--- src/rtl/nco_out_serializer.sv ---
// Serializes parallel X/Y NCO samples into 2-bit slices (LSB first) behind a
// one-cycle Rdy pulse, with a one-deep pending buffer for mid-frame arrivals.
module nco_out_serializer #(
   parameter int W     = 12,
   parameter int SLICE = 2,
   parameter int GAP   = 1
) (
   input  logic             clk,
   input  logic             rst,
   input  logic             smp_vld,
   input  logic [W-1:0]     x_in,
   input  logic [W-1:0]     y_in,
   input  logic             is_in,
   output logic             Rdy,
   output logic [SLICE-1:0] Xout,
   output logic [SLICE-1:0] Yout,
   output logic             ISout,
   output logic             busy,
   output logic [7:0]       drop_cnt
);

   localparam int NSLICE = W / SLICE;
   localparam int KW     = (NSLICE > 1) ? $clog2(NSLICE) : 1;
   localparam int GW     = (GAP > 1) ? $clog2(GAP) : 1;
   localparam logic [KW-1:0] K_LAST = KW'(NSLICE - 1);
   localparam logic [GW-1:0] G_LAST = GW'((GAP > 0) ? (GAP - 1) : 0);

   typedef enum logic [1:0] {
      ST_IDLE,
      ST_START,
      ST_SHIFT,
      ST_GAP
   } state_t;

   state_t           r_state;
   logic [KW-1:0]    r_k;
   logic [GW-1:0]    r_gap;
   logic [W-1:0]     r_x_sh;
   logic [W-1:0]     r_y_sh;
   logic             r_is_sh;
   logic             r_pend_vld;
   logic [W-1:0]     r_pend_x;
   logic [W-1:0]     r_pend_y;
   logic             r_pend_is;
   logic [7:0]       r_drop;
   logic             r_rdy;
   logic [SLICE-1:0] r_xout;
   logic [SLICE-1:0] r_yout;
   logic             r_isout;

   logic             w_frame_end;
   logic             w_launch_pt;
   logic             w_launch;
   logic [W-1:0]     w_ld_x;
   logic [W-1:0]     w_ld_y;
   logic             w_ld_is;

   // The last cycle of a frame is also a launch point so frames can abut.
   always_comb begin
      w_frame_end = 1'b0;
      if (GAP == 0) begin
         w_frame_end = (r_state == ST_SHIFT) && (r_k == K_LAST);
      end else begin
         w_frame_end = (r_state == ST_GAP) && (r_gap == G_LAST);
      end
   end

   assign w_launch_pt = (r_state == ST_IDLE) || w_frame_end;
   assign w_launch    = w_launch_pt && (r_pend_vld || smp_vld);
   assign w_ld_x      = r_pend_vld ? r_pend_x  : x_in;
   assign w_ld_y      = r_pend_vld ? r_pend_y  : y_in;
   assign w_ld_is     = r_pend_vld ? r_pend_is : is_in;

   always_ff @(posedge clk or posedge rst) begin
      if (rst) begin
         r_state <= ST_IDLE;
         r_k     <= '0;
         r_gap   <= '0;
         r_x_sh  <= '0;
         r_y_sh  <= '0;
         r_is_sh <= 1'b0;
         r_rdy   <= 1'b0;
         r_xout  <= '0;
         r_yout  <= '0;
         r_isout <= 1'b0;
      end else begin
         r_rdy  <= 1'b0;
         r_xout <= '0;
         r_yout <= '0;
         if (w_launch_pt) begin
            if (w_launch) begin
               r_state <= ST_START;
               r_rdy   <= 1'b1;
               r_x_sh  <= w_ld_x;
               r_y_sh  <= w_ld_y;
               r_is_sh <= w_ld_is;
            end else begin
               r_state <= ST_IDLE;
            end
         end else begin
            case (r_state)
               ST_START: begin
                  r_state <= ST_SHIFT;
                  r_k     <= '0;
                  r_isout <= r_is_sh;
                  r_xout  <= r_x_sh[SLICE-1:0];
                  r_yout  <= r_y_sh[SLICE-1:0];
                  r_x_sh  <= r_x_sh >> SLICE;
                  r_y_sh  <= r_y_sh >> SLICE;
               end
               ST_SHIFT: begin
                  if (r_k == K_LAST) begin
                     r_state <= ST_GAP;
                     r_gap   <= '0;
                  end else begin
                     r_k    <= r_k + 1'b1;
                     r_xout <= r_x_sh[SLICE-1:0];
                     r_yout <= r_y_sh[SLICE-1:0];
                     r_x_sh <= r_x_sh >> SLICE;
                     r_y_sh <= r_y_sh >> SLICE;
                  end
               end
               ST_GAP: begin
                  r_gap <= r_gap + 1'b1;
               end
               default: begin
                  r_state <= ST_IDLE;
               end
            endcase
         end
      end
   end

   // A launch point drains pending first; a coincident strobe refills it.
   always_ff @(posedge clk or posedge rst) begin
      if (rst) begin
         r_pend_vld <= 1'b0;
         r_pend_x   <= '0;
         r_pend_y   <= '0;
         r_pend_is  <= 1'b0;
         r_drop     <= '0;
      end else if (w_launch_pt) begin
         if (r_pend_vld) begin
            r_pend_vld <= smp_vld;
            if (smp_vld) begin
               r_pend_x  <= x_in;
               r_pend_y  <= y_in;
               r_pend_is <= is_in;
            end
         end
      end else if (smp_vld) begin
         r_pend_vld <= 1'b1;
         r_pend_x   <= x_in;
         r_pend_y   <= y_in;
         r_pend_is  <= is_in;
         if (r_pend_vld && (r_drop != 8'hFF)) begin
            r_drop <= r_drop + 8'd1;
         end
      end
   end

   assign Rdy      = r_rdy;
   assign Xout     = r_xout;
   assign Yout     = r_yout;
   assign ISout    = r_isout;
   assign busy     = (r_state != ST_IDLE);
   assign drop_cnt = r_drop;

endmodule

--- config.mk ---
export PLATFORM = sky130hd
export DESIGN_NAME = nco_out_serializer
export DESIGN_NICKNAME = d
export VERILOG_FILES = /design/src/rtl/nco_out_serializer.sv
export SDC_FILE = /design/constraint.sdc
export NUM_CORES = 1
export LEC_CHECK = 0
export ABC_AREA = 1
export CORE_MARGIN = 4
export CORE_UTILIZATION = 41
export CTS_CLUSTER_SIZE = 24
export DETAILED_ROUTE_END_ITERATION = 8
export PLACE_DENSITY = 0.61
export SYNTH_ARGS = -nofsm -noshare
export SYNTH_HDL_FRONTEND = slang
export SYNTH_SLANG_ARGS = --single-unit
--- constraint.sdc ---
create_clock -name clk -period 2.7 [get_ports clk]
set_clock_uncertainty 0.2 [all_clocks]
set_input_delay 0.54 -clock clk [delete_from_list [all_inputs] [get_ports clk]]
set_output_delay 0.54 -clock clk [all_outputs]
set_load 0.005 [all_outputs]
# Word-level counts from Yosys, hierarchy flattened
# Index checks and enable logic that the tools add are counted.
# totals
regBits	71
latch_bits	0
mem_bits_rw	0
mem_bits_ro	0
out_inout_bits	15
elab_cells	89
n_memories	0
# classes
n_addsub	3
mul	0
n_div	0
order_cmp	0
n_eq_ne	12
shifts	0
muxes	39
bitwise	2
n_reduce_logical	18
# ops
op	n
$mux W12	14
$pmux W12 S2	2
$mux W2	6
$reduce_and A3 Y1	4
$mux W1	11
$add A8 B1 Y8 const B	1
$ne A2 B2 Y1 const B	4
$ne A8 B8 Y1 const B	1
$pmux W2 S2	2
$reduce_bool A2 Y1	4
$ne A3 B3 Y1 const B	2
$pmux W2 S3	1
$pmux W3 S2	1
$reduce_and A2 Y1	3
$eq A2 B2 Y1 const B	2
$add A3 B1 Y3 const B	1
$eq A3 B3 Y1 const B	1
$logic_and A1 B1 Y1	3
$mux W3	1
$reduce_bool A3 Y1	1
$eq A2 B1 Y1 const B	1
$logic_not A2 Y1	1
$logic_or A1 B1 Y1	2
$ne A2 B1 Y1 const B	1
3 further kinds	4

# Depth between registers and ports, before layout
# depth
depth_word	6
depth_mapped	10
ltp_nobuf	9

# Worst setup path after synthesis
# No wires, ideal clock.
# synth_timing
path_type	register -> register
start	reg r_state[0]
end	reg r_x_sh[2]
t_arrival_ns	1.431
t_required_ns	2.383
path_slack_ns	0.952
path_stages_with_launch	11
path_buffers	2
synth_period_minus_slack_ns	1.748
cell_sequence	dfrtp_1 -> inv_1 -> ha_1 -> inv_1 -> nand2_1 -> buf_4 -> nand2_2 -> nand3_4 -> buf_6 -> nand2_1 -> nand2_1
# synth_via
elab_chain_cells	6
elab_cells_between_ends	13
classes_between	5 x eq/ne; 2 x mux; 6 x reduce/logical
# synth_lines
item	line_no	source
start, declared	35	state_t r_state;
start signal, assigned	76	r_state <= ST_IDLE;
start signal, assigned	92	r_state <= ST_START;
start signal, assigned	98	r_state <= ST_IDLE;
$eq A2 B2 Y1	64	w_frame_end = (r_state == ST_GAP) && (r_gap == G_LAST);
$logic_and A1 B1 Y1	64	
$logic_or A1 B1 Y1	68	assign w_launch_pt = (r_state == ST_IDLE) || w_frame_end;
$logic_and A1 B1 Y1	69	assign w_launch = w_launch_pt && (r_pend_vld || smp_vld);
$ne A2 B1 Y1 (no line)	--	
$reduce_and A3 Y1 (no line)	--	
end signal, assigned	94	r_x_sh <= w_ld_x;
end signal, assigned	108	r_x_sh <= r_x_sh >> SLICE;
end signal, assigned	119	r_x_sh <= r_x_sh >> SLICE;
end, declared	38	logic [W-1:0] r_x_sh;
# Parallel ways exist; a longest one is shown, timed or not.
# A chain may end at the register's enable or synchronous reset.

# Worst setup path in the final report
# layout_timing
start	reg r_state[0]
end	out busy
# layout_via
elab_chain_cells	1
# layout_lines
item	line_no	source
$reduce_bool A2 Y1	166	assign busy = (r_state != ST_IDLE);
end, declared	18	output logic busy,
# Every way passes these cells.

==> impl_metrics.yaml <==
place:
  gp_congestion: 0.798
  dp_slack_ns: 0.352
  post-dp-hpwl_um: 5940
  port_buffers: 42
  place_area_mm2: 0.00426
layout:
  finalInstanceArea_mm2: 0.00451
  fill_cells: 887
  drive_gt1_share_pct: 7.96
  multiInputGateArea_mm2: 0.00170
  layout_common_cells: "nand2_1 (250), nand3_1 (73), dfrtp_1 (71)"
  diodes: 0
  regArea_mm2: 0.00178
  layout.nets: 584
  area_delta_synth_final_pct: 21.7
  final_common_cell: "nand2_1"
clock_tree:
  clkSinkCount: 71
  cts.hold.buffers_added: 0
  cts_tree: "yes"
  cts_made_buffers: 9
  clk_latency_ns: 0.35
  cts_max_level: 3
  clkSlewWorstSetupHoldPaths_ns: 0.08
  root_buffer: "clkbuf_8"
  cts.path.max_buffers: 2
timing:
  max-slew-margin-rel_pct: 67.7
  tns_ns: 0
  setup_ws_ns: 0.155
  fmaxAchievable_ghz: 0.393
  fin_hold_ws_ns: 0.277
  grt_setup_unrepaired: "false"
  hold_violations: 0
  finalCritPeriodShare_pct: 94.2
  slew_viol_final: 0
  setup_violations: 0
  period_minus_slack_ns: 2.54
  worstMarginPinSlew_ns: 0.484
setup_path:
  reg2reg_depth: 10
  critPathArrivalTime_ns: 1.80
  crit_type: "reg -> out"
  worstPathMaxFanout: 10
  required_ns: 1.96
  cp-start-kind: "flip-flop"
  endpoint_kind: "output pin"
global_routing:
  grt_max_degree: 36
  grt_pass1_vias: 3154
  grt_overflow: 0
  antenna_found_initial: 0
  grt_usage_pct: 17.5
  grt_pass1_wl_um: 14600
synthesis:
  ys_types: 24
  ys_seq_area_share_pct: 48.0
  avgSynthCellArea_um2: 7.32
  synth-xor-area-share_pct: 0.946
  synthAdderAreaFrac_pct: 2.70
  synth_area_mm2: 0.00370
  synthSimpleGateAreaFrac_pct: 38.6
  synth_top_family_by_area: "simple AND/OR/NAND/NOR gates"
  yosys_warnings: 0
  synth.mux.area_fraction_pct: 0
  syn-num-nets: 542
  synth_compound_area_share_pct: 3.55
  synthCells: 506
  ys_ff_latch: 71
drt:
  viasPerCell: 4.99
  drt-total-wl_um: 8610
  vias: 3300
  dr.pass1.iters: 4
  drtIter0Drc: 180
  routedWlPerCell_um: 13.0
  ant_nets: 0
  route.detailed.drc: 0
floorplan:
  top_level_ports: 43
  initial_core_util_pct: 42.3
  placementRows: 34
  die_area_mm2: 0.0106
  core-area_mm2: 0.00876
  fp.dieW_um: 103
  die_y_um: 103
status:
  status: "complete, no violations"
power:
  pwr-share-comb_pct: 46.2
  power_density_mw_per_mm2: 1150
  clockPowerShare_pct: 20.4
  ir_drop_v: 0.000514
  seqPwrFrac_pct: 33.4
  p_leak_nw: 2.40
  p_switching_mw: 2.18
  switching_share_pct: 42.0
  intPower_mw: 3.01
hold_path:
  min_path_type: "reg -> reg"
  whs_path_depth: 2
run:
  cap_violations: 0
[logic make-up (layout without fill, tap and decap cells)]
family,count (synthesis),count (layout)
fa+ha+maj,8,8
compound gates,25,25
buf+inv,52,99
flops,71,71
xor+xnor,4,4
simple gates,346,346
[critical path: stages, from the launching register on]
cell             delay, ns
dfrtp_1               0.41
inv_1                 0.09
ha_1                  0.24
inv_2                 0.15
clkdlybuf4s50_1       0.56
[cells in the mapped netlist, drive strengths merged]
library cell  number  area share [%]
xnor2              3            0.71
a21oi              3            0.51
xor2               1            0.24
clkbuf            11             1.1
ha                 8             2.7
nand3             75              11
nor2              15             1.7
o21a               1            0.20
dfrtp             71              48
o21ai             21             2.8
buf               14             2.4
nand4              3            0.51
inv               27             2.7
nand2            253              26
[routing by layer]
metal / vias up / global-route usage (%) / wire length, um
met1: 1546 / 24.7 / 4250
met4: 0 / 5.28 / 148
met2: 67 / 26.4 / 3790
li1: 1674 / - / -
met5: - / 0 / 0
met3: 13 / 4.80 / 417
[stage by stage]
stage	power [mW]	util (%)	instances
floorplan	3.49	-	506
global placement	4.11	48.6	645
detailed placement	4.16	48.6	645
CTS	5.24	51.4	661
global route	5.68	51.4	661
finish	5.18	51.4	661
[flip-flops by register name, indices dropped and copies added, names as in the netlist]
| name | flops |
|---|---|
| r_x_sh | 12 |
| r_pend_x | 12 |
| Rdy | 1 |
| r_y_sh | 12 |
| r_pend_y | 12 |
| r_k | 3 |
| drop_cnt | 8 |
| Xout | 2 |
| r_pend_is | 1 |
| r_gap | 1 |
| r_is_sh | 1 |
| ISout | 1 |
| r_state | 2 |
| Yout | 2 |
| r_pend_vld | 1 |
[final timing paths]
check	slack (ns)	endpoint	start
setup reg to reg	0.45	drop_cnt[7]	r_state[0]
setup / recovery	0.16	busy	r_state[0]
hold / removal	0.28	r_x_sh[0]	r_x_sh[0]
min in group asynchronous	0.31	r_state[1]	rst
hold reg to reg	0.28	r_x_sh[0]	r_x_sh[0]
max in group asynchronous	1.40	r_pend_y[9]	rst
[what timing repair did]
action | CTS | global route
gates resized for setup | 0 | 1
buffers inserted | 0 | 0
endpoints found under the setup margin | 0 | 1
[layout make-up]
| type | instances | share of cell area, % |
|---|---|---|
| Tap cell | 108 | 3.00 |
| Clock buffer | 10 | 3.05 |
| Sequential cell | 71 | 39.4 |
| Inverter | 27 | 2.25 |
| Clock inverter | 6 | 2.39 |
| Timing Repair Buffer | 56 | 12.2 |
| Multi-Input combinational cell | 383 | 37.7 |
[power by group through the flow]
stage	registers, mW	logic [mW]	clock network, mW
2_1_floorplan	1.68	1.81	0
3_3_place_gp	1.73	2.38	0
3_5_place_dp	1.74	2.42	0
4_1_cts	1.73	2.43	1.08
5_1_grt	1.78	2.77	1.13
6_report	1.73	2.39	1.06
No activity file was read; power rests on OpenSTA's default activity.
